`src/rtl/irq_src_gateway_if.sv`:
```
// Register-port bundle for irq_src_gateway: request/grant with a registered
// response one cycle after every grant.
interface irq_src_gateway_if #(
  parameter int ADDR_WIDTH = 32
) ();
  logic                  req;
  logic                  gnt;
  logic [ADDR_WIDTH-1:0] addr;
  logic                  we;
  logic [3:0]            be;
  logic [31:0]           wdata;
  logic                  valid;
  logic [31:0]           rdata;
  logic                  error;

  modport master (
    output req, addr, we, be, wdata,
    input  gnt, valid, rdata, error
  );

  modport slave (
    input  req, addr, we, be, wdata,
    output gnt, valid, rdata, error
  );
endinterface

```
`src/rtl/irq_src_gateway.sv`:
```
// Interrupt-source conditioner: 2-flop sync, optional debounce filter
// (IRQ_GATEWAY_DEBOUNCE_EN), level/edge conversion and a small register port.
module irq_src_gateway #(
  parameter int SOURCE_NUM      = 32,
  parameter int MEM_ADDR_WIDTH  = 32,
  parameter int MEM_DATA_WIDTH  = 32,
  parameter int DEBOUNCE_CYCLES = 4
) (
  input  logic                  clk_i,
  input  logic                  rst_ni,
  input  logic [SOURCE_NUM-1:0] intr_src_i,
  output logic [SOURCE_NUM-1:0] intr_o,
  irq_src_gateway_if.slave      s_mem
);

  localparam int DW = MEM_DATA_WIDTH;

  typedef logic [SOURCE_NUM-1:0] src_vec_t;

  src_vec_t sync_ff1;
  src_vec_t sync_q;
  src_vec_t filt;
  src_vec_t sync_d;
  src_vec_t rise;
  src_vec_t pending;
  src_vec_t edge_mode;
  src_vec_t edge_mode_wr;
  src_vec_t clr_vec;

  logic          upper_bad;
  logic          ro_write;
  logic          acc_err;
  logic          wr_ok;
  logic          edge_wr;
  logic          clr_wr;
  logic [1:0]    reg_sel;
  logic [DW-1:0] lane_mask;
  logic [DW-1:0] edge_word;
  logic [DW-1:0] clr_word;
  logic [DW-1:0] rd_word;
  logic          unused_addr_lsb;

  function automatic logic [DW-1:0] widen(input src_vec_t v);
    logic [DW-1:0] w;
    w = '0;
    w[SOURCE_NUM-1:0] = v;
    return w;
  endfunction

  // Handshake: gnt mirrors req combinationally, so every request is taken in
  // its request cycle; valid/rdata/error are registered and follow one cycle
  // after each grant. There is no backpressure in either direction.
  assign s_mem.gnt       = s_mem.req;
  assign unused_addr_lsb = ^s_mem.addr[1:0];

  always_comb begin
    upper_bad = |s_mem.addr[MEM_ADDR_WIDTH-1:4];
    reg_sel   = s_mem.addr[3:2];
    ro_write  = s_mem.we & reg_sel[0];
    acc_err   = upper_bad | ro_write;
    wr_ok     = s_mem.req & s_mem.we & ~acc_err;
    edge_wr   = wr_ok & (reg_sel == 2'd0);
    clr_wr    = wr_ok & (reg_sel == 2'd2);

    lane_mask = '0;
    for (int b = 0; b < 4; b++) begin
      lane_mask[b*8 +: 8] = {8{s_mem.be[b]}};
    end

    edge_word    = (widen(edge_mode) & ~lane_mask) | (s_mem.wdata & lane_mask);
    edge_mode_wr = edge_word[SOURCE_NUM-1:0];
    clr_word     = s_mem.wdata & lane_mask;
    clr_vec      = clr_wr ? clr_word[SOURCE_NUM-1:0] : '0;

    rd_word = '0;
    case (reg_sel)
      2'd0:    rd_word = widen(edge_mode);
      2'd1:    rd_word = widen(pending);
      2'd3:    rd_word = widen(sync_q);
      default: rd_word = '0;
    endcase
  end

`ifdef IRQ_GATEWAY_DEBOUNCE_EN
  logic [7:0] db_cnt [SOURCE_NUM];

  // The filtered value only follows sync after a full run of disagreement;
  // any agreeing sample restarts the run.
  always_ff @(posedge clk_i) begin
    if (!rst_ni) begin
      filt <= '0;
      for (int i = 0; i < SOURCE_NUM; i++) begin
        db_cnt[i] <= '0;
      end
    end else begin
      for (int i = 0; i < SOURCE_NUM; i++) begin
        if (sync_q[i] != filt[i]) begin
          if (db_cnt[i] == 8'(DEBOUNCE_CYCLES - 1)) begin
            filt[i]   <= sync_q[i];
            db_cnt[i] <= '0;
          end else begin
            db_cnt[i] <= db_cnt[i] + 8'd1;
          end
        end else begin
          db_cnt[i] <= '0;
        end
      end
    end
  end
`else
  localparam int unused_debounce_cycles = DEBOUNCE_CYCLES;
  assign filt = sync_q;
`endif

  assign rise = filt & ~sync_d;

  always_ff @(posedge clk_i) begin
    if (!rst_ni) begin
      sync_ff1    <= '0;
      sync_q      <= '0;
      sync_d      <= '0;
      pending     <= '0;
      edge_mode   <= '0;
      intr_o      <= '0;
      s_mem.valid <= 1'b0;
      s_mem.rdata <= '0;
      s_mem.error <= 1'b0;
    end else begin
      sync_ff1 <= intr_src_i;
      sync_q   <= sync_ff1;
      sync_d   <= filt;
      // A rise outranks a same-cycle clear so no edge is lost; level sources
      // never hold a pending bit.
      pending  <= edge_mode & (rise | (pending & ~clr_vec));
      if (edge_wr) begin
        edge_mode <= edge_mode_wr;
      end
      intr_o      <= (edge_mode & pending) | (~edge_mode & filt);
      s_mem.valid <= s_mem.req;
      s_mem.error <= s_mem.req & acc_err;
      s_mem.rdata <= (s_mem.req & ~s_mem.we & ~upper_bad) ? rd_word : '0;
    end
  end

endmodule
```
`src/flat_wrapper.sv`:
```
// flat-port wrapper written by rule: the top's interface ports become plain ports
module irq_src_gateway_flat 
#(
  parameter int SOURCE_NUM      = 32,
  parameter int MEM_ADDR_WIDTH  = 32,
  parameter int MEM_DATA_WIDTH  = 32,
  parameter int DEBOUNCE_CYCLES = 4
)
  (clk_i, rst_ni, intr_src_i, intr_o, s_mem_req, s_mem_addr, s_mem_we, s_mem_be, s_mem_wdata, s_mem_gnt, s_mem_valid, s_mem_rdata, s_mem_error);
  irq_src_gateway_if s_mem_i ();
  input  logic clk_i;
  input  logic rst_ni;
  input  logic [SOURCE_NUM-1:0] intr_src_i;
  output logic [SOURCE_NUM-1:0] intr_o;
  input wire logic [$bits(s_mem_i.req)-1:0] s_mem_req;
  input wire logic [$bits(s_mem_i.addr)-1:0] s_mem_addr;
  input wire logic [$bits(s_mem_i.we)-1:0] s_mem_we;
  input wire logic [$bits(s_mem_i.be)-1:0] s_mem_be;
  input wire logic [$bits(s_mem_i.wdata)-1:0] s_mem_wdata;
  output wire logic [$bits(s_mem_i.gnt)-1:0] s_mem_gnt;
  output wire logic [$bits(s_mem_i.valid)-1:0] s_mem_valid;
  output wire logic [$bits(s_mem_i.rdata)-1:0] s_mem_rdata;
  output wire logic [$bits(s_mem_i.error)-1:0] s_mem_error;
  assign s_mem_i.req = s_mem_req;
  assign s_mem_i.addr = s_mem_addr;
  assign s_mem_i.we = s_mem_we;
  assign s_mem_i.be = s_mem_be;
  assign s_mem_i.wdata = s_mem_wdata;
  assign s_mem_gnt = s_mem_i.gnt;
  assign s_mem_valid = s_mem_i.valid;
  assign s_mem_rdata = s_mem_i.rdata;
  assign s_mem_error = s_mem_i.error;
  irq_src_gateway #(.SOURCE_NUM(SOURCE_NUM), .MEM_ADDR_WIDTH(MEM_ADDR_WIDTH), .MEM_DATA_WIDTH(MEM_DATA_WIDTH), .DEBOUNCE_CYCLES(DEBOUNCE_CYCLES)) u_core (.clk_i(clk_i), .rst_ni(rst_ni), .intr_src_i(intr_src_i), .intr_o(intr_o), .s_mem(s_mem_i));
endmodule
```
`config.mk`:
```
export PLATFORM = sky130hd
export DESIGN_NAME = irq_src_gateway_flat
export DESIGN_NICKNAME = d
export VERILOG_FILES = /design/src/rtl/irq_src_gateway_if.sv /design/src/rtl/irq_src_gateway.sv /design/src/flat_wrapper.sv
export SDC_FILE = /design/constraint.sdc
export NUM_CORES = 1
export LEC_CHECK = 0
export ABC_AREA = 1
export CORE_ASPECT_RATIO = 1.5
export CORE_MARGIN = 4
export CORE_UTILIZATION = 45
export CTS_CLUSTER_DIAMETER = 50
export CTS_CLUSTER_SIZE = 25
export DETAILED_ROUTE_END_ITERATION = 16
export HOLD_SLACK_MARGIN = 0.05
export PLACE_DENSITY_LB_ADDON = 0.12
export SYNTH_ARGS = -nofsm -noshare
export SYNTH_HDL_FRONTEND = slang
export SYNTH_SLANG_ARGS = --single-unit
```
`constraint.sdc`:
```
create_clock -name clk_i -period 3.97 [get_ports clk_i]
set_input_delay 0.794 -clock clk_i [delete_from_list [all_inputs] [get_ports clk_i]]
set_output_delay 0.794 -clock clk_i [all_outputs]
set_load 0.02 [all_outputs]
```
# Yosys cells after proc, flatten, opt, wreduce, memory -nomap -nowiden
# Cells that the tools add are included.
[word_totals] reg_bits=226 in_bits=104 output_inout_bits=67 wordCells=43
[op_classes] n_eq_ne=3 muxes=2 bitwise_logic=26 n_reduce_logical=3
[op_table] op="AND 32 bit" n=7
[op_table] op="NOT 32 bit" n=4
[op_table] op="OR 32 bit" n=3
[op_table] op="one-hot mux 32 bit (3 select lines)" n=1
[op_table] op="2-to-1 mux 32 bit" n=1
[op_table] op="OR reduction 28 bit" n=1
[op_table] op="AND 1 bit" n=8
[op_table] op="== test 2 bit, second input constant" n=2
[op_table] op="NOT 1 bit" n=3
[op_table] op="== test 2 x 1 -> 1 bit, second input constant" n=1
[op_table] op="zero test 2 bit" n=1
[op_table] op="AND reduction 2 bit" n=1
[op_table] op="OR 1 bit" n=1

# Longest topological paths before layout
[logic_depth] ltp_word=10 mapped_depth=10 mapped_depth_nobuf=9

# Least setup slack after synthesis
# No wires, ideal clock.
[synth_timing] kind="input to register" from="input s_mem_addr[27]" to="register with a tool-made name" setup_ns=0.122 arrival_ns=1.832 t_required_ns=3.848 slack_ns=2.016 cell_stages=9 path_buffers=1 path_cell_list="nor2_1 nand2_1 nor2_1 nand2_1 nor2_4 nand4_4 nor2_4 buf_6 o21ai_0"
[synth_rtl] element="start, declared" line_no="flat_wrapper.sv:16" text="input wire logic [$bits(s_mem_i.addr)-1:0] s_mem_addr;"

# Worst setup path in the final report
[layout_timing] from="input s_mem_req" to="output s_mem_gnt"
[layout_rtl] element="start, declared" line_no="flat_wrapper.sv:15" text="input wire logic [$bits(s_mem_i.req)-1:0] s_mem_req;"
[layout_rtl] element="end, declared" line_no="flat_wrapper.sv:20" text="output wire logic [$bits(s_mem_i.gnt)-1:0] s_mem_gnt;"
# No word-level cell between the ends.

==> parameters.txt <==
Parameter                              Value

Detailed routing
  Post-route antenna net violation count ... 0
  Avg WL per Cell ... ~13 um
  DRC violation count after routing ... 0
  Vias/cell ... approximately 4.7
  Wire length after detailed routing ... around 18000 um
  Starting DRC count in detailed routing ... around 360
  Via total after detailed routing ... 6388
  Number of iterations in the first detailed-routing pass ... 5

Yosys
  Share of Yosys cell area claimed by the top area cell type ... 0.5616
  EDFF count, synth ... 0
  Arithmetic-cell share of the synthesized area counting full adders, half adders and majority gates ... 0
  Largest family of logic cells by synthesized area ... simple AND/OR/NAND/NOR gates
  Multiplexer fraction of the synthesized cell area ... 0
  Synth cell types ... 25
  Simple-gate share of the synthesized area ... 0.1828
  Ys flop type ... dfxtp_1
  Register bit count reported by yosys ... about 230
  Cell with the most instances after synthesis ... nand2_1
  Mapped cell area ... 8056 sq um
  Xor/xnor share of the synthesized area ... 0
  Count of yosys warnings during synthesis ... 0
  Syn nets ... approximately 1.1k
  Sequential fraction of the synthesis area ... 0.5616
  Largest cells by area after synthesis ... dfxtp_1 (56%), nand2_1 (12%), inv_1 (9.4%), a22o_1 (3.3%), o21bai_1 (3.0%)
  Complex-gate fraction of the synthesized area ... 0.1371
  Biggest area consumer among synthesized cells ... dfxtp_1
  Most frequent cells after synthesis ... nand2_1 (267), dfxtp_1 (226), inv_1 (201)
  Synthesized instance count ... between 900 and 1k
  Syn Area/Cell ... between 8 and 9 sq um
  Fraction of registers with async set or reset after synthesis ... 0

Critical path
  Maximum fanout along the worst path ... 3
  Slowest cell on the critical path ... clkdlybuf4s50_1
  Buffers & Inverters on Critical Path ... 2
  Setup Crit Path Kind ... input port to primary output
  Worst reg-to-reg setup slack ... 3.09 ns
  Crit-path most repeated cell ... clkdlybuf4s50_1
  Reg-to-reg critical path endpoint ... u_core.pending[23]
  Crit start category ... input port
  Worst R2R Start ... u_core.filt[23]
  Critical path, cell by cell ... clkdlybuf4s50_1 -> clkdlybuf4s50_1
  Crit path capture type ... primary output
  CP delay by family, top ... buffers and inverters
  Data required time at the worst endpoint ... between 3 and 4 ns
  Number of cells on the worst reg-to-reg path ... 3
  Stage delay of the slowest cell on the critical path ... slightly above 0.6 ns
  Data arrival at the endpoint of the critical path ... about 1.9 ns

Run
  Maximum capacitance violations ... 0

Floorplan
  Std cell rows ... just under 60
  I/O pin count ... roughly 170
  Total Die Area ... between 20000 and 25000 sq um
  Chip height ... ~170 um
  Initial cell density of the core ... 0.4605
  Core Box Area ... between 15000 and 20000 sq um
  Die extent in x ... about 120 um

Global routing
  Antenna violations before repair ... 1
  Global route total overflow ... 0
  Vias in the first global route ... ~6.0k
  Wire length of the first global-routing pass ... roughly 29000 um
  All-layer global routing usage ... 0.1797
  Largest net degree at the start of global routing ... 84

Min path
  Number of cells on the worst hold path ... 2
  Worst Hold End ... u_core.filt[29]
  Worst min-delay path startpoint ... u_core.sync_ff1[29]
  Min-delay worst type ... flip-flop to flip-flop

Status
  Result of the run ... completed

Timing
  Final worst clock skew ... between 0.02 and 0.03 ns
  Transition time at the pin with the least slew margin ... about 0.86 ns
  Final worst-path cycle share ... 0.6821
  Fin Setup TNS ... 0 ns
  Hold slack final ... 0.4090 ns
  Final Slew Violations ... 0
  Count of final setup violators ... 0
  Max Freq ... about 370 MHz
  Fin. Hold Viols ... 0
  Shortest period the worst path allows ... between 2 and 3 ns
  Tightest slew margin relative to the limit ... 0.4222
  RSZ-0062 raised after global routing ... false

Clock tree
  Inserted Clock Buffers ... 16
  Post-CTS Setup Repair Bufs ... 0
  Buffers from clock root to sink, at most ... 3
  Source-to-sink clock delay at the later pin of the worst-skew pair ... between 0.4 and 0.5 ns
  Post-cts resize count ... 0
  Clock slew at reported path FFs ... ~0.080 ns
  Clock tree root driver cell ... clkbuf_16
  Maximum level of the CTS H-tree ... 1
  CTS tree ... yes
  CTS Hold Bufs ... 0
  TritonCTS Sinks ... between 200 and 250

Layout
  Final-stage net count ... approximately 1.2k
  Diodes inserted ... 0
  Share of final-layout standard cells stronger than drive strength 1 ... 0.05836
  Final std cells w/o fill ... 1361
  Area growth from synthesis to layout ... 29.74%

Placement
  Inst Count DP ... 1333
  Placed wire-length estimate after detailed placement ... between 10000 and 15000 um
  Routability Congestion ... around 0.76
  Count of buffers from port buffering ... 168

Power
  Worst ir drop on vdd ... ~0.00034 V
  PD cells ... 420.7 nW/um^2
  Lkg Pwr ... roughly 4.8 nW
## kinds of logic after synthesis
family,Yosys count
AOI/OAI and AO/OA,167
buffers and inverters,242
DFF,226
and+or+nand+nor,349
## per-layer routing
| metal | track usage | vias to the layer above | share of wire |
|---|---|---|---|
| li1 | - | 3338 | - |
| met1 | 0.2188 | 2892 | 0.42 |
| met2 | 0.3246 | 136 | 0.52 |
| met3 | 0.03256 | 20 | 0.052 |
| met4 | 0.04242 | 2 | 0.014 |
| met5 | 0 | - | 0.00072 |
## through the flow
step	instance area, sq um	utilization	setup slack [ns]	total power, mW
floorplan	8056	-	2.016	2.500
global placement	9872	0.5643	1.168	2.662
detailed placement	9872	0.5643	1.144	2.665
CTS	10450	0.5974	1.261	4.458
global route	10450	0.5974	1.234	4.575
finish	10450	0.5974	1.262	4.398
## how the worst max path moves through the flow
stage / endpoint / slack (ns) / depth (start not counted) / startpoint
after floorplan: flip-flop / 2.02 / 9 / s_mem_addr[27]
after global placement: u_core.s_mem.rdata[3] / 1.17 / 8 / s_mem_addr[27]
after detailed placement: u_core.s_mem.rdata[3] / 1.14 / 8 / s_mem_addr[25]
after CTS: s_mem_gnt / 1.26 / 2 / s_mem_req
after global routing: s_mem_gnt / 1.23 / 2 / s_mem_req
final: s_mem_gnt / 1.26 / 2 / s_mem_req
## power breakdown
group	leakage (nW)	switching, mW	internal [mW]
registers	1.84	0.0173	2.31
clock network	0.280	0.823	0.966
logic	2.71	0.135	0.142
## placed cells by master, fill, tap and decap left out, types with 6 or more instances in the layout
cell and n:
a21oi_1 41, a22o_1 30, a31oi_1 21, buf_4 10, clkbuf_16 17, clkdlybuf4s50_1 167, dfxtp_1 226, inv_1 201
nand2_1 266, nand3_1 25, nand3_2 7, nor2_1 33, nor2_4 6, o21ai_0 22, o21ai_2 7, o21bai_1 32
o22ai_1 10, or2_2 8
## layout make-up
class,instances,area [sq um]
fill,1609,7043
clock buffer,19,442.9
timing repair buffer,177,1747
clock inverter,9,137.6
inverter,201,754.5
tap,213,266.5
sequential,226,4524
multi-input combinational,516,2580
No activity file was read; power rests on OpenSTA's default activity.
==> RTL change 1 (same settings) <==
`SOURCE_NUM` is set to 32 in 2 places; all go to 16.
--- a/src/rtl/irq_src_gateway.sv
+++ b/src/rtl/irq_src_gateway.sv
@@ -1,7 +1,7 @@
 // Interrupt-source conditioner: 2-flop sync, optional debounce filter
 // (IRQ_GATEWAY_DEBOUNCE_EN), level/edge conversion and a small register port.
 module irq_src_gateway #(
-  parameter int SOURCE_NUM      = 32,
+  parameter int SOURCE_NUM      = 16,
   parameter int MEM_ADDR_WIDTH  = 32,
   parameter int MEM_DATA_WIDTH  = 32,
   parameter int DEBOUNCE_CYCLES = 4
--- a/src/flat_wrapper.sv
+++ b/src/flat_wrapper.sv
@@ -1,7 +1,7 @@
 // flat-port wrapper written by rule: the top's interface ports become plain ports
 module irq_src_gateway_flat 
 #(
-  parameter int SOURCE_NUM      = 32,
+  parameter int SOURCE_NUM      = 16,
   parameter int MEM_ADDR_WIDTH  = 32,
   parameter int MEM_DATA_WIDTH  = 32,
   parameter int DEBOUNCE_CYCLES = 4
Interface: changed (resized intr_o and intr_src_i); port bits go from 171 to 139. The function was not compared with the original's and may differ.
==> RTL change 1 against the original RTL <==
- wire length down 49%
- combinational power decreased by 37%
- worst setup slack improved by 0.0049 ns
- core utilization up 3.1 points
- sequential power fell by 49%
- sequential cell count fell by 112
- final area down 44%
- worst hold slack worse by 0.00078 ns
- synthesized area shrank 47%
- power fell by 39%
- count of clock-buffer cells in the layout increased by 8
==> RTL change 1: results (changes against the original RTL) <==
----------------------------------------------------
[Yosys]
  Most area-consuming cells after synthesis ... sky130_fd_sc_hd__dfxtp_1 (54%), sky130_fd_sc_hd__nand2_1 (13%), sky130_fd_sc_hd__inv_1 (9.2%), sky130_fd_sc_hd__buf_4 (3.0%), sky130_fd_sc_hd__a22o_1 (2.9%)
  Most frequent cells after synthesis ... sky130_fd_sc_hd__nand2_1 (144), sky130_fd_sc_hd__dfxtp_1 (114), sky130_fd_sc_hd__inv_1 (104)
  Post-synthesis compound-gate area fraction ... 0.1260 (-0.01110)
  Sequential fraction of the synthesis area ... 0.5358 (-0.02574)
  Flops & latches, synth ... 114 (-50%)
  Count of distinct cell types in the synthesized netlist ... 27 (+8.0%)

[Final layout]
  # nets final ... 725 (-42%)
  Total of fill cells in the finished design ... 831 (-48%)
  Multi-input combinational gate total ... 295 (-43%)
  Signal buf overhead ... 0.1785 (+0.01135)
  Number of signal-net buffers in the layout ... 105 (-41%)
  FF+latch area ... 2282 um2 (-50%)
  Share of cells above drive strength 1 ... 0.06462 (+0.006253)
  Area of the multi-input gates ... 1430 um2 (-45%)
  CLK BUF ... 27 (+8)
  Number of ordinary inverters in the final layout ... 104 (-48%)

[Setup path]
  Endpoint of the lowest-slack register-to-register path ... u_core.s_mem.rdata[13]$_SDFF_PN0_
  Cells on worst reg2reg path ... 4 (+1)
  Worst reg-to-reg setup slack ... 3.12 ns (+0.03 ns)
  Source of the worst register-to-register timing path ... u_core.pending[13]$_SDFF_PN0_

[Clock tree]
  CTS Buf Count ... 17 (+1)
  Worst skew pair latency ... 0.40 ns (-0.08 ns)
  Clock-pin slew on the worst setup and hold paths ... 0.05 ns (-0.03 ns)
  Clock tree buffer depth ... 2 (-1)

[Power and ir drop]
  Largest vdd supply drop ... 387.3 uV (+14%)
  Proportion of power drawn by the clock network ... 0.497 (+0.090)
  P_sw ... 562.3 uW (-42%)
  Part of the total power dissipated in sequential elements ... 0.439 (-0.091)
  Power in the clock group ... 1.34 mW (-25%)
  P_leak ... 2.711 nW (-44%)

[Drt]
  Avg WL per Cell ... 12.09 um (-9.3%)
  Detailed Route Iter0 Violations ... 204 (-43%)
  DRT Pass-1 Iters ... 6 (+1)
  Overall via count from detail_route ... 3544 (-45%)

[Global routing]
  Overall Global Routing Usage ... 0.1711 (-0.008581)
  Number of global-route vias before repair ... 3257 (-46%)
  M2 GR Usage ... 0.2766 (-0.04799)
  Met3 Resource Use GR ... 0.07097 (+0.03840)
  Pin count of the biggest net entering global routing ... 81 (-3.6%)
  Met1 usage ... 0.1954 (-0.02338)
  Wire length of the first global-routing pass ... 14790 um (-49%)

[Timing]
  Worst Hold Slack ... 0.4082 ns (-0.0007850 ns)
  Transition at the pin with the smallest max-transition slack ... 0.8288 ns (-0.03480 ns)

[Place]
  Total of buffers placed on input and output ports ... 102 (-39%)

[Outcome]
  Outcome ... finished clean

[Min path]
  Worst min-delay path endpoint ... u_core.filt[5]$_SDFF_PN0_
  Worst Hold Launch ... u_core.sync_ff1[5]$_SDFF_PN0_

----------------------------------------------------
==> RTL change 1: changes by cell type in the layout (fill, tap and decap cells not counted), moves of 16 or more <==
cell                              change
sky130_fd_sc_hd__inv_1               -97
sky130_fd_sc_hd__dfxtp_1            -112
sky130_fd_sc_hd__o21bai_1            -16
sky130_fd_sc_hd__a21oi_1             -23
sky130_fd_sc_hd__clkdlybuf4s50_1     -66
sky130_fd_sc_hd__conb_1              +16
sky130_fd_sc_hd__nand2_1            -122
sky130_fd_sc_hd__a22o_1              -16
==> RTL change 1: per-stage QoR <==
stage / util / cells / setup slack, ns
global placement: 0.5707 / 730 / 1.188
finish: 0.6289 / 762 / 1.267
detailed placement: 0.5707 / 730 / 1.149
floorplan: - / 548 / 2.069
CTS: 0.6289 / 762 / 1.255
global route: 0.6289 / 762 / 1.233
==> RTL change 1: metal layers <==
layer  share of wire  vias up
li1                -     1815
met1            0.41     1569
met2            0.47      135
met3           0.095       25
met4           0.029        0
met5               0        -
==> RTL change 2 (same settings) <==
Made on the original files. Register the output `intr_o` once more, with the module's reset; this adds one clock of latency there. The other outputs are not delayed to match.
--- a/src/rtl/irq_src_gateway.sv
+++ b/src/rtl/irq_src_gateway.sv
@@ -16,6 +16,8 @@
   localparam int DW = MEM_DATA_WIDTH;
 
   typedef logic [SOURCE_NUM-1:0] src_vec_t;
+
+  logic [SOURCE_NUM-1:0] intr_s0;
 
   src_vec_t sync_ff1;
   src_vec_t sync_q;
@@ -121,7 +123,7 @@
       sync_d      <= '0;
       pending     <= '0;
       edge_mode   <= '0;
-      intr_o      <= '0;
+      intr_s0     <= '0;
       s_mem.valid <= 1'b0;
       s_mem.rdata <= '0;
       s_mem.error <= 1'b0;
@@ -135,11 +137,19 @@
       if (edge_wr) begin
         edge_mode <= edge_mode_wr;
       end
-      intr_o      <= (edge_mode & pending) | (~edge_mode & filt);
+      intr_s0     <= (edge_mode & pending) | (~edge_mode & filt);
       s_mem.valid <= s_mem.req;
       s_mem.error <= s_mem.req & acc_err;
       s_mem.rdata <= (s_mem.req & ~s_mem.we & ~upper_bad) ? rd_word : '0;
     end
   end
 
+  always_ff @(posedge clk_i) begin
+    if (!rst_ni) begin
+      intr_o <= '0;
+    end else begin
+      intr_o <= intr_s0;
+    end
+  end
+
 endmodule
Formal check against the unedited RTL: not equivalent (a bounded check fails within 4 cycles, from zero or initial values and one cycle with rst_ni low).
==> RTL change 2 against the original RTL <==
- final area grew 8.0%
- critical path type unchanged
- sequential share of layout area grew 2.5 points
- power grew 6.3%
- worst setup slack lost 0.0080 ns
- synthesized area grew 10%
- wire length grew 8.5%
- clock skew shrank 0.014 ns
- global-route usage shrank 0.24 points
- sequential power grew 14%
- non-clock buffer count shrank 2
- sequential cell count grew 32
==> RTL change 2: results (changes against the original RTL) <==
----------------------------------------------------
[Outcome]
  Outcome ... finished clean

[Min path]
  Hold Crit Depth ... 2 (unchanged)
  Worst Hold Launch ... u_core.intr_s0[24]$_SDFF_PN0_
  Worst min-delay path endpoint ... u_core.intr_o[24]$_SDFF_PN0_

[Drt]
  Routed via count divided by cell count ... 4.619 (-1.6%)
  Total length of routed wires ... 19690 um (+8.5%)
  DRT Pass-1 Iters ... 4 (-1)
  Detailed Route Iter0 Violations ... 366 (+2.5%)

[Timing]
  Largest clock skew in the final design ... 0.01554 ns (-0.01387 ns)
  Worst Hold Slack ... 0.4134 ns (+0.004490 ns)
  Transition at the pin with the smallest max-transition slack ... 0.9285 ns (+0.06492 ns)

[Clock tree]
  Number of gates resized after cts ... 0 (unchanged)
  Hold-fix buffers at CTS ... 0 (unchanged)
  Cell at the root of the clock tree ... sky130_fd_sc_hd__clkbuf_16
  CTS Buf Count ... 16 (unchanged)
  Clock tree buffer depth ... 3 (unchanged)
  Clock-pin slew on the worst setup and hold paths ... approximately 0.090 ns
  Buffers inserted by post-CTS timing repair ... 0 (unchanged)

[Final layout]
  # nets final ... 1343 (+8.1%)
  Share of cells above drive strength 1 ... 0.03446 (-0.02391)
  Diode count ... 0 (unchanged)

[Yosys]
  Synthesis Warnings ... 0 (unchanged)
  Most area-consuming cells after synthesis ... sky130_fd_sc_hd__dfxtp_1 (58%), sky130_fd_sc_hd__nand2_1 (14%), sky130_fd_sc_hd__inv_1 (9.9%), sky130_fd_sc_hd__a22o_1 (3.2%), sky130_fd_sc_hd__o21bai_1 (2.7%)
  Sequential fraction of the synthesis area ... 0.5821 (+0.02049)
  Primary flip-flop cell chosen by synthesis mapping ... sky130_fd_sc_hd__dfxtp_1
  Most frequent cells after synthesis ... sky130_fd_sc_hd__nand2_1 (333), sky130_fd_sc_hd__dfxtp_1 (258), sky130_fd_sc_hd__inv_1 (233)
  Count of distinct cell types in the synthesized netlist ... 22 (-12%)
  Total nets after synthesis ... 1195 (+9.8%)

[Setup path]
  Maximum fanout count along the critical path ... 3 (unchanged)
  Library cell contributing the largest single delay on the critical path ... sky130_fd_sc_hd__clkdlybuf4s50_1
  Worst reg-to-reg setup slack ... 3.17 ns (+0.08 ns)
  Cells on worst reg2reg path ... 3 (unchanged)
  Endpoint of the lowest-slack register-to-register path ... u_core.intr_s0[25]$_SDFF_PN0_
  Largest stage delay on the critical path ... roughly 0.62 ns

[Global routing]
  Number of global-route vias before repair ... 6668 (+11%)
  Wire length of the first global-routing pass ... 31950 um (+10%)
  Pin count of the biggest net entering global routing ... 193 (+130%)
  Antenna violations before repair ... 0 (-1)
  Overall Global Routing Usage ... 0.1773 (-0.002361)

[Power and ir drop]
  P_leak ... 5.342 nW (+11%)
  Largest vdd supply drop ... 347.3 uV (+1.9%)

[Place]
  Placed instance area ... 10760 um2 (+9.0%)
  Global placer's final weighted congestion ... 0.7905 (+3.5%)
  Half-perimeter wire length of the detailed placement result ... 13000 um (+5.8%)

----------------------------------------------------
==> RTL change 2: cell type report <==
| type | instances | area [um2] |
|---|---|---|
| fillers | 1800 | 7954 |
| clock buffers | 18 | 429.2 |
| well taps | 256 | 320.3 |
| clock inverters | 9 | 95.09 |
| multi-input cells | 555 | 2640 |
| repair buffers | 175 | 1760 |
| flip-flops and latches | 258 | 5165 |
| inverters | 233 | 874.6 |
==> RTL change 2: cell families (layout without fill, tap and decap cells) <==
kind of cell	after synthesis	count (layout)	share of synthesized area
buffers and inverters	278	435	0.1224
AND/OR/NAND/NOR	394	394	0.1774
flip-flops	258	258	0.5821
AO/OA/AOI/OAI	161	161	0.1182
==> RTL change 2: power breakdown <==
| part | total [mW] | internal (mW) | switching [mW] |
|---|---|---|---|
| logic | 0.276 | 0.140 | 0.135 |
| registers | 2.66 | 2.64 | 0.0189 |
| clock network | 1.74 | 0.870 | 0.872 |
| total | 4.68 | 3.65 | 1.03 |
==> RTL change 2: worst max path at each step <==
stage	slack (ns)	from	to
floorplan	2.00	s_mem_addr[27]	flop
global placement	1.07	s_mem_addr[25]	u_core.s_mem.rdata[28]$_SDFF_PN0_
detailed placement	1.01	s_mem_addr[23]	u_core.s_mem.rdata[13]$_SDFF_PN0_
CTS	1.25	s_mem_req	s_mem_gnt
global route	1.24	s_mem_req	s_mem_gnt
finish	1.25	s_mem_req	s_mem_gnt
==> RTL change 2: worst min-delay path: stages (launching register included) <==
cell                      delay (ns)
sky130_fd_sc_hd__dfxtp_1        0.31
sky130_fd_sc_hd__nand2_1        0.04
sky130_fd_sc_hd__inv_1          0.04
==> RTL change 2: metrics by stage <==
stage	cells	power (mW)	worst slack [ns]	util
finish	1504	4.675	1.254	0.5866
global route	1504	4.875	1.242	0.5866
CTS	1504	4.739	1.251	0.5866
detailed placement	1477	2.999	1.009	0.5593
global placement	1477	2.997	1.065	0.5593
floorplan	1091	2.834	1.997	-
==> RTL change 2: layer usage <==
metal,wire (um),track usage
met1,8316,0.2151
met2,9889,0.3192
met3,1141,0.03270
met4,340,0.04439
met5,0,0
